==> src/rtl/gpio_bank_ctrl.sv <==
// Register-mapped GPIO bank: per-pin software/alternate-function output select,
// synchronised inputs with edge-triggered, maskable, sticky interrupt status.
module gpio_bank_ctrl #(
  parameter int NUM_PINS    = 8,
  parameter int SYNC_STAGES = 2
) (
  input  logic                clk,
  input  logic                rst_n,
  input  logic                bus_valid,
  input  logic                bus_we,
  input  logic [2:0]          bus_addr,
  input  logic [NUM_PINS-1:0] bus_wdata,
  output logic [NUM_PINS-1:0] bus_rdata,
  output logic                bus_ready,
  input  logic [NUM_PINS-1:0] pin_in,
  input  logic [NUM_PINS-1:0] alt_out,
  output logic [NUM_PINS-1:0] pin_out,
  output logic                irq
);

  localparam logic [2:0] A_DOUT     = 3'd0;
  localparam logic [2:0] A_OSEL     = 3'd1;
  localparam logic [2:0] A_DIN      = 3'd2;
  localparam logic [2:0] A_IRQ_EN   = 3'd3;
  localparam logic [2:0] A_IRQ_POL  = 3'd4;
  localparam logic [2:0] A_IRQ_STAT = 3'd5;
  localparam logic [2:0] A_DOUT_TGL = 3'd6;

  localparam int ARM_CYCLES = SYNC_STAGES + 1;
  localparam int CW         = $clog2(ARM_CYCLES + 1);

  logic [NUM_PINS-1:0] r_dout;
  logic [NUM_PINS-1:0] r_osel;
  logic [NUM_PINS-1:0] r_irq_en;
  logic [NUM_PINS-1:0] r_irq_pol;
  logic [NUM_PINS-1:0] r_irq_stat;
  logic [NUM_PINS-1:0] r_sync [SYNC_STAGES];
  logic [NUM_PINS-1:0] r_prev;
  logic [CW-1:0]       r_arm_cnt;
  logic                r_ready;
  logic [NUM_PINS-1:0] r_rdata;

  logic                w_accept;
  logic                w_armed;
  logic [NUM_PINS-1:0] w_din;
  logic [NUM_PINS-1:0] w_rise;
  logic [NUM_PINS-1:0] w_fall;
  logic [NUM_PINS-1:0] w_edge_sel;
  logic [NUM_PINS-1:0] w_clr;
  logic [NUM_PINS-1:0] w_rd_val;

  // Handshake: a request is taken on any edge with bus_valid=1 while bus_ready=0;
  // bus_ready is then high for exactly one cycle carrying the read data captured
  // at the accept edge (0 for writes). Holding bus_valid through the ready cycle
  // does not re-accept, so throughput is at most one transaction per two cycles.
  assign w_accept = bus_valid && !r_ready;

  assign w_din      = r_sync[SYNC_STAGES-1];
  assign w_rise     = w_din & ~r_prev;
  assign w_fall     = ~w_din & r_prev;
  assign w_edge_sel = (r_irq_pol & w_fall) | (~r_irq_pol & w_rise);
  assign w_armed    = (r_arm_cnt == CW'(ARM_CYCLES));
  assign w_clr      = (w_accept && bus_we && bus_addr == A_IRQ_STAT) ? bus_wdata : '0;

  always_comb begin
    w_rd_val = '0;
    case (bus_addr)
      A_DOUT:     w_rd_val = r_dout;
      A_OSEL:     w_rd_val = r_osel;
      A_DIN:      w_rd_val = w_din;
      A_IRQ_EN:   w_rd_val = r_irq_en;
      A_IRQ_POL:  w_rd_val = r_irq_pol;
      A_IRQ_STAT: w_rd_val = r_irq_stat;
      default:    w_rd_val = '0;
    endcase
  end

  always_ff @(posedge clk or negedge rst_n) begin
    if (!rst_n) begin
      r_ready <= 1'b0;
      r_rdata <= '0;
    end else begin
      r_ready <= w_accept;
      r_rdata <= (w_accept && !bus_we) ? w_rd_val : '0;
    end
  end

  always_ff @(posedge clk or negedge rst_n) begin
    if (!rst_n) begin
      r_dout    <= '0;
      r_osel    <= '0;
      r_irq_en  <= '0;
      r_irq_pol <= '0;
    end else if (w_accept && bus_we) begin
      case (bus_addr)
        A_DOUT:     r_dout    <= bus_wdata;
        A_OSEL:     r_osel    <= bus_wdata;
        A_IRQ_EN:   r_irq_en  <= bus_wdata;
        A_IRQ_POL:  r_irq_pol <= bus_wdata;
        A_DOUT_TGL: r_dout    <= r_dout ^ bus_wdata;
        default:    ;
      endcase
    end
  end

  always_ff @(posedge clk or negedge rst_n) begin
    if (!rst_n) begin
      for (int i = 0; i < SYNC_STAGES; i++) r_sync[i] <= '0;
      r_prev <= '0;
    end else begin
      r_sync[0] <= pin_in;
      for (int i = 1; i < SYNC_STAGES; i++) r_sync[i] <= r_sync[i-1];
      r_prev <= w_din;
    end
  end

  // Edges are ignored until pad levels present at reset have flushed through
  // the synchroniser and the prev register.
  always_ff @(posedge clk or negedge rst_n) begin
    if (!rst_n) begin
      r_arm_cnt  <= '0;
      r_irq_stat <= '0;
    end else begin
      if (!w_armed) r_arm_cnt <= r_arm_cnt + 1'b1;
      r_irq_stat <= (r_irq_stat & ~w_clr) | (w_armed ? w_edge_sel : '0);
    end
  end

  assign pin_out   = (r_dout & r_osel) | (alt_out & ~r_osel);
  assign irq       = |(r_irq_stat & r_irq_en);
  assign bus_ready = r_ready;
  assign bus_rdata = r_rdata;

endmodule
==> config.mk <==
export PLATFORM = sky130hd
export DESIGN_NAME = gpio_bank_ctrl
export DESIGN_NICKNAME = d
export VERILOG_FILES = /design/src/rtl/gpio_bank_ctrl.sv
export SDC_FILE = /design/constraint.sdc
export NUM_CORES = 1
export LEC_CHECK = 0
export CORE_ASPECT_RATIO = 0.8
export CORE_MARGIN = 2
export CORE_UTILIZATION = 50
export CTS_BUF_LIST = sky130_fd_sc_hd__clkbuf_16
export DETAILED_ROUTE_END_ITERATION = 10
export GPL_ROUTABILITY_DRIVEN = 0
export PLACE_DENSITY = 0.75
export SLEW_MARGIN = 25
export SYNTH_ARGS = -nofsm -noshare
export SYNTH_HDL_FRONTEND = slang
export SYNTH_SLANG_ARGS = --single-unit
==> constraint.sdc <==
create_clock -name clk -period 1.7 [get_ports clk]
set_input_delay 0.34 -clock clk [delete_from_list [all_inputs] [get_ports clk]]
set_output_delay 0.34 -clock clk [all_outputs]
set_load 0.01 [all_outputs]
==> out/qor.txt <==
Top Ports - 49
port bufs - 48
die area - 7145 um2
Seq/Total Area, Yosys - 57.92%
Vias - 2349
Clock Skew - 0.004869 ns
crit path DAT - 1.32 ns
DRC - 0
Final Hold Viols - 0
Final setup viols - 0
commonest non-fill, non-tap cell in the layout - dfrtp_1
critical path peak fanout - 3
Min-Delay Path Depth - 0
CTS H-tree depth - 3
CP startpoint kind - register
Yosys cell types - 32
Initial Utilization - 51.08%
hold endpoint - w_din[5]
initial DRC count - 116
Mapped Nets - 291
Leak Pwr - 1.881 nW
critical path class - reg -> out
Slew @ Worst Pin - 0.2930 ns
Max Freq - 601.2 MHz
Reg2Reg Depth - 5
DR WL/cell - 17.08 um
first-pass GRT wire length - 11960 um
number of global-route vias before repair - 2359
grt ovf - 0
commonest non-fill, non-tap cells in the layout - dfrtp_1 (75), clkdlybuf4s50_1 (37), mux2_2 (33)
P&R area growth vs syn - 33.63%
Tmin final - 1.663 ns
Clock Latency Late Sink - 0.33 ns
Power per Cell Area - 1125 nW/um2
share of cells above drive strength 1 - 25.07%
Core Region - 6344 um2
DR pass1 iterations - 4
r2r startpoint - bus_ready
synth warn - 0
vias per inst - 5.450
CTS tree - yes
clk slew on worst S/H paths - 0.06 ns
peak supply drop - 0.6883 mV
fin. max-slew vios - 0
GRT Overall Usage - 22.19%
Hold Crit Start - r_sync[13]
worst path required time - 1.36 ns
Post-Syn Instances - 259
largest net degree at the start of global routing - 39
CP Capture Type - primary output
DP HPWL - 5236 um
Hold Crit Class - reg -> reg
Antenna Cells - 0
Nets - 375
Mapped Area - 3241 um2
RSZ-0062 raised after global routing - false
Chip Width - 94.01 um
DIE HEIGHT - 76.01 um
Num CTS Buffers - 9
max cap viols - 0
clk root buf - clkbuf_16
Post-Route WL - 7361 um
initial antenna violation count - 0
Final TNS setup - 0 ns
Max clock buf depth - 2
Pwr Total - 0.004872 W
DRT antenna net count - 0
num rows - 26
Tcrit/Tclk final - 97.84%
status - finished, final reports clean
r2r endpoint - r_irq_stat[4]
FF+latch count, synth - 75
Max-slew headroom - 80.46%
R2R Setup Slk - 0.18 ns
Sink Count - 75
Post-Syn Area per Cell - 12.51 um2
power breakdown:
group | switching [W] | internal [W] | total (W)
clock | 0.000679 | 0.000962 | 0.00164
combinational | 0.000387 | 0.000548 | 0.000935
sequential | 0.000231 | 0.00207 | 0.00230
critical path, stage by stage (launching register included):
cell and delay (ns):
dfrtp_1 0.38, mux2_2 0.34, dlygate4sd2_1 0.28
worst max-delay path by stage:
stage                      startpoint             to  slack (ns)  cells past startpoint
after floorplan             bus_ready  r_irq_stat[0]        0.18                      5
after global placement    bus_addr[1]  r_irq_stat[3]       -0.22                      6
after CTS                   r_osel[3]     pin_out[3]        0.01                      2
after detailed placement  bus_addr[1]  r_irq_stat[6]       -0.24                      6
after global routing        r_osel[5]     pin_out[5]       0.006                      2
final                       r_osel[2]     pin_out[2]        0.04                      2
sequential cells by signal (all words and copies together), names as in the netlist:
register,cells
r_sync,8
r_prev,8
r_arm_cnt,2
r_dout,8
r_osel,8
r_irq_stat,8
w_din,8
r_irq_en,8
r_irq_pol,8
bus_rdata,8
bus_ready,1
metal layers:
layer	track usage, %	up-vias	routed length [um]
met5	0	-	0
met4	4.783	0	36
met3	7.319	5	472
met2	33.43	70	3508
met1	31.76	1183	3343
li1	-	1091	-
synthesized netlist by cell type:
cell / count / share of area (%)
nor4_4: 1 / 0.66
nand2_1: 30 / 3.5
mux2_2: 33 / 11
nor2_1: 12 / 1.4
ha_1: 1 / 0.39
buf_4: 1 / 0.23
a31oi_1: 5 / 0.97
buf_2: 4 / 0.62
nand4_1: 1 / 0.19
a22o_1: 8 / 2.2
nand2b_1: 9 / 1.7
o21ai_0: 9 / 1.4
xor2_1: 9 / 2.4
nand3b_1: 7 / 1.6
nor3_4: 1 / 0.50
nand3_1: 1 / 0.15
buf_1: 2 / 0.23
dfrtp_1: 75 / 58
a21oi_1: 14 / 2.2
nor2b_1: 1 / 0.19
and3_1: 1 / 0.19
and2b_1: 1 / 0.23
clkbuf_1: 2 / 0.23
nand3b_2: 1 / 0.35
mux4_2: 2 / 1.4
inv_1: 2 / 0.23
a211oi_1: 1 / 0.23
a22oi_1: 4 / 0.93
a211o_1: 5 / 1.4
and4bb_1: 1 / 0.39
mux2i_1: 14 / 4.3
xnor2_1: 1 / 0.27
cell type report:
type / instances / area, um2
tap: 84 / 105.1
timing repair buffer: 82 / 758.2
fill: 500 / 2013
multi-input combinational: 173 / 1324
clock inverter: 6 / 33.78
clock buffer: 9 / 225.2
sequential: 75 / 1877
inverter: 2 / 7.507
kinds of logic (layout without fill, tap and decap cells):
logic type	after synthesis	count (layout)	share of synthesized area (%)
buffers and inverters	11	99	1.545
and+or+nand+nor	67	67	11.08
adders and majority gates	1	1	0.3860
AOI/OAI and AO/OA	46	46	9.189
DFF	75	75	57.92
xor gates and xnor gates	10	10	2.703
muxes	49	49	17.18
metrics by stage:
step | area [um2] | utilization [%] | std cells | hold WS (ns) | worst slack (ns)
after floorplan | 3241 | - | 259 | 0.04441 | 0.1807
after global placement | 4036 | 63.63 | 411 | 0.2481 | -0.2177
after detailed placement | 4036 | 63.63 | 411 | 0.2460 | -0.2409
after CTS | 4319 | 68.09 | 429 | 0.3485 | 0.01029
after global routing | 4330 | 68.26 | 431 | 0.3500 | 0.006011
final | 4330 | 68.26 | 431 | 0.3448 | 0.03675
timing repair:
item                       CTS  global route
hold endpoints to repair    20             0
hold buffers                 1             0
setup buffers                2             2
setup endpoints to repair   10             3
resized for setup           13             2
No activity file was read; power rests on OpenSTA's default activity.
